`src/rtl/servo_pkg.sv`:
```
// Shared constants, pulse-width word type and clamp helper for the servo PWM bank.
package servo_pkg;

    localparam int unsigned US_PER_S     = 1_000_000;
    localparam int unsigned CLK_HZ_DEF   = 100_000_000;
    localparam int unsigned FRAME_US_DEF = 20000;
    localparam int unsigned MIN_US_DEF   = 1000;
    localparam int unsigned MAX_US_DEF   = 2000;

    // Wide enough to hold any command width without loss before clamping.
    typedef logic [31:0] us_word_t;

    function automatic us_word_t clamp_us(input us_word_t us, input us_word_t lo, input us_word_t hi);
        if (us < lo) begin
            return lo;
        end
        if (us > hi) begin
            return hi;
        end
        return us;
    endfunction

endpackage

```
`src/rtl/servo_pwm_bank_if.sv`:
```
// Command port of the servo PWM bank: the controller writes one channel width per transfer.
// A transfer happens on a rising clk edge where cmd_valid && cmd_ready; the master holds
// cmd_valid, cmd_ch and cmd_us stable until then, and cmd_ready never depends on cmd_valid.
interface servo_pwm_bank_if #(
    parameter int unsigned NUM_CH = 2,
    parameter int unsigned W      = 16
);
    localparam int unsigned CHW = (NUM_CH > 1) ? $clog2(NUM_CH) : 1;

    logic           cmd_valid;
    logic           cmd_ready;
    logic [CHW-1:0] cmd_ch;
    logic [W-1:0]   cmd_us;

    modport master (output cmd_valid, output cmd_ch, output cmd_us, input cmd_ready);
    modport slave  (input cmd_valid, input cmd_ch, input cmd_us, output cmd_ready);

endinterface

```
`src/rtl/servo_timebase.sv`:
```
// Microsecond prescaler and frame counter; flags the last clock of every frame.
module servo_timebase import servo_pkg::*; #(
    parameter int unsigned CLK_HZ   = CLK_HZ_DEF,
    parameter int unsigned FRAME_US = FRAME_US_DEF
) (
    input  logic                        clk,
    input  logic                        reset,
    output logic [$clog2(FRAME_US)-1:0] us_cnt,
    output logic                        us_tick,
    output logic                        boundary
);
    localparam int unsigned DIV = CLK_HZ / US_PER_S;
    localparam int unsigned DW  = (DIV > 1) ? $clog2(DIV) : 1;
    localparam int unsigned UCW = $clog2(FRAME_US);
    localparam logic [DW-1:0]  DIV_LAST = DW'(DIV - 1);
    localparam logic [UCW-1:0] US_LAST  = UCW'(FRAME_US - 1);

    logic [DW-1:0]  div_cnt_q, div_cnt_d;
    logic [UCW-1:0] us_cnt_q, us_cnt_d;

    always_comb begin
        us_tick  = (div_cnt_q == DIV_LAST);
        boundary = us_tick && (us_cnt_q == US_LAST);
        div_cnt_d = us_tick ? '0 : div_cnt_q + 1'b1;
        us_cnt_d  = us_cnt_q;
        if (us_tick) begin
            us_cnt_d = (us_cnt_q == US_LAST) ? '0 : us_cnt_q + 1'b1;
        end
    end

    always_ff @(posedge clk or negedge reset) begin
        if (!reset) begin
            div_cnt_q <= '0;
            us_cnt_q  <= '0;
        end else begin
            div_cnt_q <= div_cnt_d;
            us_cnt_q  <= us_cnt_d;
        end
    end

    assign us_cnt = us_cnt_q;

endmodule

```
`src/rtl/servo_pwm_bank.sv`:
```
// N-channel frame-synchronous servo pulse generator with shadowed width registers,
// clamped command writes and an enable that is only sampled at frame boundaries.
module servo_pwm_bank import servo_pkg::*; #(
    parameter int unsigned CLK_HZ   = CLK_HZ_DEF,
    parameter int unsigned NUM_CH   = 2,
    parameter int unsigned FRAME_US = FRAME_US_DEF,
    parameter int unsigned MIN_US   = MIN_US_DEF,
    parameter int unsigned MAX_US   = MAX_US_DEF,
    parameter int unsigned W        = 16
) (
    input  logic              clk,
    input  logic              reset,
    input  logic              enable,
    servo_pwm_bank_if.slave   cmd,
    output logic [NUM_CH-1:0] pwm_out,
    output logic              frame_start,
    output logic              cmd_clamped,
    output logic              cmd_error
);
    localparam int unsigned CHW = (NUM_CH > 1) ? $clog2(NUM_CH) : 1;
    localparam int unsigned UCW = $clog2(FRAME_US);
    localparam int unsigned PW  = $clog2(MAX_US + 1);
    localparam logic [PW-1:0] NEUTRAL = PW'((MIN_US + MAX_US) / 2);

    logic [UCW-1:0] us_cnt;
    logic           us_tick;
    logic           boundary;
    logic           tick_unused;

    servo_timebase #(
        .CLK_HZ   (CLK_HZ),
        .FRAME_US (FRAME_US)
    ) u_timebase (
        .clk      (clk),
        .reset    (reset),
        .us_cnt   (us_cnt),
        .us_tick  (us_tick),
        .boundary (boundary)
    );

    assign tick_unused = us_tick;

    logic [PW-1:0]     shadow_q [NUM_CH];
    logic [PW-1:0]     shadow_d [NUM_CH];
    logic [PW-1:0]     active_q [NUM_CH];
    logic [PW-1:0]     active_d [NUM_CH];
    logic              run_q, run_d;
    logic [NUM_CH-1:0] pwm_q, pwm_d;
    logic              frame_start_q, frame_start_d;
    logic              clamped_q, clamped_d;
    logic              error_q, error_d;

    logic     xfer;
    logic     ch_ok;
    logic     out_of_range;
    us_word_t us_full;
    logic [PW-1:0] clamped_pw;

    // Writes are refused on the boundary cycle so the shadow-to-active copy sees a stable bank.
    assign cmd.cmd_ready = reset && !boundary;
    assign xfer          = cmd.cmd_valid && cmd.cmd_ready;
    assign ch_ok         = 32'(cmd.cmd_ch) < NUM_CH;
    assign us_full       = us_word_t'(cmd.cmd_us);
    assign out_of_range  = (us_full < MIN_US) || (us_full > MAX_US);
    assign clamped_pw    = PW'(clamp_us(us_full, MIN_US, MAX_US));

    always_comb begin
        shadow_d      = shadow_q;
        active_d      = active_q;
        run_d         = run_q;
        frame_start_d = boundary;
        clamped_d     = 1'b0;
        error_d       = 1'b0;
        pwm_d         = '0;
        if (boundary) begin
            active_d = shadow_q;
            run_d    = enable;
        end
        if (xfer) begin
            if (ch_ok) begin
                for (int i = 0; i < NUM_CH; i++) begin
                    if (cmd.cmd_ch == CHW'(i)) begin
                        shadow_d[i] = clamped_pw;
                    end
                end
                clamped_d = out_of_range;
            end else begin
                error_d = 1'b1;
            end
        end
        for (int i = 0; i < NUM_CH; i++) begin
            pwm_d[i] = run_q && (us_cnt < UCW'(active_q[i]));
        end
    end

    always_ff @(posedge clk or negedge reset) begin
        if (!reset) begin
            for (int i = 0; i < NUM_CH; i++) begin
                shadow_q[i] <= NEUTRAL;
                active_q[i] <= NEUTRAL;
            end
            run_q         <= 1'b0;
            pwm_q         <= '0;
            frame_start_q <= 1'b0;
            clamped_q     <= 1'b0;
            error_q       <= 1'b0;
        end else begin
            shadow_q      <= shadow_d;
            active_q      <= active_d;
            run_q         <= run_d;
            pwm_q         <= pwm_d;
            frame_start_q <= frame_start_d;
            clamped_q     <= clamped_d;
            error_q       <= error_d;
        end
    end

    assign pwm_out     = pwm_q;
    assign frame_start = frame_start_q;
    assign cmd_clamped = clamped_q;
    assign cmd_error   = error_q;

endmodule

```
`src/flat_wrapper.sv`:
```
// flat-port wrapper written by rule: the top's interface ports become plain ports
module servo_pwm_bank_flat import servo_pkg::*;
#(
    parameter int unsigned CLK_HZ   = CLK_HZ_DEF,
    parameter int unsigned NUM_CH   = 2,
    parameter int unsigned FRAME_US = FRAME_US_DEF,
    parameter int unsigned MIN_US   = MIN_US_DEF,
    parameter int unsigned MAX_US   = MAX_US_DEF,
    parameter int unsigned W        = 16
)
  (clk, reset, enable, pwm_out, frame_start, cmd_clamped, cmd_error, cmd_cmd_valid, cmd_cmd_ch, cmd_cmd_us, cmd_cmd_ready);
  servo_pwm_bank_if #(.NUM_CH(NUM_CH), .W(W)) cmd_i ();
  input  logic clk;
  input  logic reset;
  input  logic enable;
  output logic [NUM_CH-1:0] pwm_out;
  output logic frame_start;
  output logic cmd_clamped;
  output logic cmd_error;
  input wire logic [$bits(cmd_i.cmd_valid)-1:0] cmd_cmd_valid;
  input wire logic [$bits(cmd_i.cmd_ch)-1:0] cmd_cmd_ch;
  input wire logic [$bits(cmd_i.cmd_us)-1:0] cmd_cmd_us;
  output wire logic [$bits(cmd_i.cmd_ready)-1:0] cmd_cmd_ready;
  assign cmd_i.cmd_valid = cmd_cmd_valid;
  assign cmd_i.cmd_ch = cmd_cmd_ch;
  assign cmd_i.cmd_us = cmd_cmd_us;
  assign cmd_cmd_ready = cmd_i.cmd_ready;
  servo_pwm_bank #(.CLK_HZ(CLK_HZ), .NUM_CH(NUM_CH), .FRAME_US(FRAME_US), .MIN_US(MIN_US), .MAX_US(MAX_US), .W(W)) u_core (.clk(clk), .reset(reset), .enable(enable), .cmd(cmd_i), .pwm_out(pwm_out), .frame_start(frame_start), .cmd_clamped(cmd_clamped), .cmd_error(cmd_error));
endmodule
```
`config.mk`:
```
export PLATFORM = sky130hd
export DESIGN_NAME = servo_pwm_bank_flat
export DESIGN_NICKNAME = d
export VERILOG_FILES = /design/src/rtl/servo_pkg.sv /design/src/rtl/servo_pwm_bank_if.sv /design/src/rtl/servo_timebase.sv /design/src/rtl/servo_pwm_bank.sv /design/src/flat_wrapper.sv
export SDC_FILE = /design/constraint.sdc
export NUM_CORES = 1
export LEC_CHECK = 0
export ABC_CLOCK_PERIOD_IN_PS = 2940
export CORE_UTILIZATION = 45
export DETAILED_ROUTE_END_ITERATION = 10
export GPL_ROUTABILITY_DRIVEN = 0
export HOLD_SLACK_MARGIN = 0.15
export RECOVER_POWER = 50
export SYNTH_ARGS = -nofsm -noshare
export SYNTH_HDL_FRONTEND = slang
export SYNTH_HIERARCHICAL = 1
export SYNTH_SLANG_ARGS = --single-unit
```
`constraint.sdc`:
```
create_clock -name clk -period 2.94 [get_ports clk]
set_clock_uncertainty 0.2 [all_clocks]
set_input_delay 0.441 -clock clk [delete_from_list [all_inputs] [get_ports clk]]
set_output_delay 0.441 -clock clk [all_outputs]
set_load 0.01 [all_outputs]
```
### After elaboration in Yosys (flattened, before gate mapping)

Index checks and enable logic that the tools add are counted.

* register bits after elaboration: 71
* bits of input ports: 21

* $add $sub $neg: 2
* $lt $le $gt $ge: 4
* eq/ne operators: 2
* mux-type cells: 10
* bitwise logic cells: 1
* reductions and logical operators: 9

Operator list (count)
* $mux 11: 4
* $lt 15x11->1: 2
* $gt 16x11->1 const B: 1
* $lt 16x10->1 const B: 1
* $add 15x1->15 const B: 1
* $eq 15x15->1 const B: 1
* $mux 15: 1
* $add 7x1->7 const B: 1
* $eq 7x7->1 const B: 1
* $mux 7: 1
* $logic_and 1x1->1: 5
* $mux 1: 4
* $reduce_and 2->1: 2
* $logic_not 1->1: 1
* $logic_or 1x1->1: 1
* $not 1->1: 1

### Logic depth before layout (Yosys ltp)

* depth in word-level cells: 6
* gate-level depth with buffers: 11
* mapped depth without buffers: 8

### By module

The synthesis kept the hierarchy.

Modules (own cells, without submodules)
* servo_pwm_bank: times used 1, cells an instance 247, area an instance 2538.7 µm², sequential area each 1261.2 µm²
* servo_timebase: times used 1, cells an instance 101, area an instance 1074.8 µm², sequential area each 550.5 µm²

### Worst setup path after synthesis

Ideal clock, no wire load.

* kind: register -> register
* start point: register u_core.u_timebase.us_cnt_q[1] (netlist: u_core/u_timebase/us_cnt[1])
* end point: register u_core/shadow_q[20] in the netlist's numbering
* arrival time: 2331 ps
* required time: 2604 ps
* path slack: 273 ps
* cell stages (with the launch flop): 11
* path buffers: 3
* clock period less this slack: 2667 ps
* cell sequence: dfrtp_1 > ha_1 > and3_1 > nand4_1 > nor2_1 > buf_2 > nand3b_1 > or2_2 > clkbuf_1 > clkbuf_1 > o21ai_0

* cells in the longest elaborated chain, start to end: 6

RTL lines
* from (decl): line servo_timebase.sv:19 `logic [UCW-1:0] us_cnt_q, us_cnt_d;`
* from (signal assigned): line servo_timebase.sv:37 `us_cnt_q <= us_cnt_d;`
* $eq 15x15->1: line servo_timebase.sv:23 `boundary = us_tick && (us_cnt_q == US_LAST);`
* $logic_and 1x1->1: line servo_timebase.sv:23
* net u_core.boundary: line servo_pwm_bank.sv:27 `logic boundary;`
* $logic_not 1->1: line servo_pwm_bank.sv:60 `assign cmd.cmd_ready = reset && !boundary;`
* $logic_and 1x1->1: line servo_pwm_bank.sv:60
* $logic_and 1x1->1: line servo_pwm_bank.sv:61 `assign xfer = cmd.cmd_valid && cmd.cmd_ready;`
* $reduce_and 2->1 (no line)
* to (signal assigned): line servo_pwm_bank.sv:108 `shadow_q <= shadow_d;`
* to (decl): line servo_pwm_bank.sv:43 `logic [PW-1:0] shadow_q [NUM_CH];`

The timed path passes the listed nets, and every way through them passes these cells.
A chain may end at the register's enable or synchronous reset.

### Worst setup path after layout

* start point: register u_core.u_timebase.div_cnt_q[0]
* end point: register u_core/shadow_q[16] in the netlist's numbering

* cells in the longest elaborated chain, start to end: 6

RTL lines
* from (decl): line servo_timebase.sv:18 `logic [DW-1:0] div_cnt_q, div_cnt_d;`
* from (signal assigned): line servo_timebase.sv:36 `div_cnt_q <= div_cnt_d;`
* $eq 7x7->1: line servo_timebase.sv:22 `us_tick = (div_cnt_q == DIV_LAST);`
* $logic_and 1x1->1: line servo_timebase.sv:23
* net u_core.boundary: line servo_pwm_bank.sv:27
* $logic_not 1->1: line servo_pwm_bank.sv:60
* $logic_and 1x1->1: line servo_pwm_bank.sv:60
* $logic_and 1x1->1: line servo_pwm_bank.sv:61
* $reduce_and 2->1 (no line)

The timed path passes the listed nets, and every way through them passes these cells.

==> flow_metrics.py <==
metrics = {
    "status": {
        "status": "finished, violations left",
        "violations": "capacitance limit, slew limit",
    },
    "sta": {
        "worst_slew_pin_slew_ps": 1717,
        "hold_violations": 0,
        "clock.fmax_mhz": 373.1,
        "timing.setup.tns_ps": 0,
        "finalSetupViolations": 0,
        "finalCritPeriodShare_pct": 91.17,
        "rsz0062_at_grt": "no",
        "slew_viol_final": 72,
        "relSlewSlack_pct": -14.44,
        "fin_crit_ps": 2680,
    },
    "critical_path": {
        "worstPathMaxFanout": 19,
        "cpPeakStageDelay_ps": 410,
        "worstPathCellList": "ha_1, and3_1, nand2_1, nor2_2, buf_4, nand3b_1, nor2_1, mux2_2",
        "end_kind": "flop",
        "cp_num_buf_inv": 1,
        "critPathLaunchType": "flop",
        "critPathSlowestCell": "dfrtp_1",
        "reg2reg_slack_ps": 260,
        "critical_path_required_ps": 2970,
        "critPathArrivalTime_ps": 2710,
        "crit_family": "simple AND/OR/NAND/NOR gates",
        "crit_type": "flop to flop",
    },
    "synthesis": {
        "yosysSeqAreaShare_pct": 50.14,
        "postSynthAreaPerCell_sq_um": 10.38,
        "synth.area.top_cells": "dfrtp_1 30%, dfstp_2 20%, ha_1 7.6%",
        "synth_mux_area_share_pct": 2.701,
        "netlist-cell-type-count": 47,
        "synth_area_sq_mm": 0.003613,
        "synth_commonest_cells": "47 x nand2_1, 43 x dfrtp_1, 33 x o21ai_0, 28 x dfstp_2, 26 x inv_1",
        "synthXorXnorAreaFrac_pct": 3.151,
        "ys_warn_count": 6,
        "synth_nets": 391,
        "yosysTopAreaCell": "dfrtp_1",
        "synth_top_family_by_area": "simple AND/OR/NAND/NOR gates",
        "synth_edf_count": 0,
        "syn_inst": 348,
        "synth_fa_ha_area_share_pct": 7.618,
        "async_flop_share_pct": 100.0,
        "synth.most_common_cell": "nand2_1",
        "synth_flop_cell": "dfrtp_1",
        "synth_seq_cells": 71,
        "yosys.area.top_type_share_pct": 29.78,
        "synthSimpleGateAreaFrac_pct": 17.73,
        "synth_compound_area_share_pct": 14.13,
    },
    "placed_design": {
        "dp_hpwl_um": 5332,
        "io_buffer_count": 25,
    },
    "floorplan": {
        "die_width_um": 91.61,
        "start_util_pct": 46.76,
        "fp.dieH_um": 91.61,
        "core.rowCount": 32,
        "dieArea_sq_mm": 0.008392,
        "core_area_sq_mm": 0.007727,
        "ios": 27,
    },
    "layout": {
        "nFillCells": 698,
        "area.growth.synth_to_final_pct": 17.52,
        "antenna_cells": 0,
        "fin_nets": 427,
        "finalCoreUtilization_pct": 54.95,
        "layout-drive-gt1-share_pct": 21.08,
    },
    "hold_path": {
        "min_path_type": "input pin to flop",
    },
    "global_routing": {
        "grt_pass1_vias": 2567,
        "grt_pass1_wl_um": 12570,
        "grt.overflow.total": 0,
        "grt_max_degree": 72,
        "antenna_found_initial": 0,
        "track_usage_pct": 19.47,
    },
    "pwr": {
        "share_comb_of_total_power_pct": 5.3,
        "seqPwrFrac_pct": 52.4,
        "internal-power_uw": 1507,
        "power.clock.fraction_pct": 42.3,
        "peakVddDrop_mv": 0.2141,
        "p_leak_uw": 0.001836,
        "p_switching_uw": 462.0,
        "powerDensity_mw_per_mm2": 463.6,
        "p_sw_share_pct": 23.47,
    },
    "clock_network": {
        "insertion_delay_ps": 340,
        "htree_levels": 3,
        "cts-root-buf": "clkbuf_8",
        "cts_hold_buffers": 0,
        "numCtsBuffers": 9,
        "cts_buffer_depth": 2,
        "cts_tree": "built",
        "cts.clk_slew.worst_paths_ps": 80,
        "numClockSinks": 71,
    },
    "run": {
        "drv_cap": 1,
    },
    "route": {
        "drtPass1Iterations": 4,
        "vias_per_cell": 5.413,
        "ant_nets": 0,
        "route.detailed.wl_per_inst_um": 15.17,
        "drc": 0,
        "vias": 2658,
        "routed_wl_um": 7450,
        "first_iter_violations": 88,
    },
}
[timing repair]
item	in CTS	in global routing
endpoints found under the hold margin	0	0
setup endpoints to repair	1	2
cloned	0	0
pin swaps	0	1
setup buffers	0	2
gates resized for setup	2	3
[cells in the final DEF, fill, tap and decap left out, drive strengths merged, types with 5 or more instances in the layout]
cell,count
o41ai,7
nand2,48
a31oi,5
mux2,6
dfrtp,43
a21oi,8
clkbuf,12
buf,11
o21ai,33
clkdlybuf4s50,23
inv,27
and3,6
xnor2,9
nor3,6
nor2,14
nor4,9
a21o,6
ha,22
dfstp,28
nand4,9
nand3,16
[worst paths after layout]
| path | startpoint | end | cells past startpoint |
|---|---|---|---|
| max in group asynchronous | reset | u_core/u_timebase/us_cnt[0]$_DFFE_PN0P_ | 2 |
| setup / recovery | u_core/u_timebase/div_cnt_q[0]$_DFF_PN0_ | u_core/shadow_q[16]$_DFFE_PN0P_ | 8 |
| setup reg to reg | u_core/u_timebase/div_cnt_q[0]$_DFF_PN0_ | u_core/shadow_q[16]$_DFFE_PN0P_ | 8 |
| hold reg to reg | u_core/shadow_q[15]$_DFFE_PN1P_ | u_core/shadow_q[15]$_DFFE_PN1P_ | 2 |
| min in group asynchronous | reset | u_core/active_q[0]$_DFFE_PN0P_ | 2 |
| hold / removal | reset | u_core/cmd_clamped$_DFF_PN0_ | 3 |
[worst reg2reg max path: stages (launching register included)]
cell	delay, ps
dfrtp_1	410
ha_1	280
and3_1	190
nand2_1	190
nor2_2	90
buf_4	210
nand3b_1	220
nor2_1	400
mux2_2	390
[state kept, by name, summed over array words and instances (netlist names)]
name and count:
u_core/active_q 22, u_core/shadow_q 22, u_core/u_timebase/us_cnt 15, u_core/u_timebase/div_cnt_q 7
u_core/pwm_out 2, u_core/cmd_clamped 1, u_core/frame_start 1, u_core/run_q 1
[metal layers]
| layer | wire (um) | part of all wire, % | vias up | GRT usage [%] |
|---|---|---|---|---|
| met3 | 332 | 4.5 | 11 | 4.809 |
| met5 | 0 | 0 | - | 0 |
| li1 | - | - | 1302 | - |
| met1 | 3709 | 50 | 1263 | 27.06 |
| met2 | 3299 | 44 | 82 | 28.95 |
| met4 | 109 | 1.5 | 0 | 8.201 |
[stage by stage]
stage / cells / setup slack [ps] / hold WS (ps) / area [sq um] / total power, uW
floorplan: 348 / 273.4 / -54.59 / 3613 / 1089
global placement: 473 / 323.3 / 258.3 / 4005 / 1154
detailed placement: 473 / 213.6 / 264.0 / 4005 / 1157
CTS: 489 / 1.003 / 177.4 / 4225 / 1992
global route: 491 / 82.98 / 253.7 / 4247 / 2053
finish: 491 / 259.7 / 239.4 / 4247 / 1969
[area by class of cell]
class	instances	area (sq um)	area share [%]
clock buffer	10	148.9	3.506
tap	102	127.6	3.005
multi-input combinational	238	1653	38.92
sequential	71	1814	42.72
clock inverter	6	67.56	1.591
inverter	27	101.3	2.387
timing repair buffer	37	334.1	7.867
[cell families after synthesis]
group	Yosys count
simple gates	124
flops	71
compound gates	69
buf+inv	39
fa+ha+maj	22
xor+xnor	13
mux	9
other cells	1
[power by group through the flow]
| stage | Combinational [uW] | Clock, uW | Sequential, uW |
|---|---|---|---|
| after floorplan | 42.6 | 0 | 1050 |
| after global placement | 104 | 0 | 1050 |
| after detailed placement | 106 | 0 | 1050 |
| after CTS | 107 | 853 | 1030 |
| after global routing | 118 | 899 | 1040 |
| final | 104 | 833 | 1030 |
Note: power is estimated with default switching activity, not from simulation.
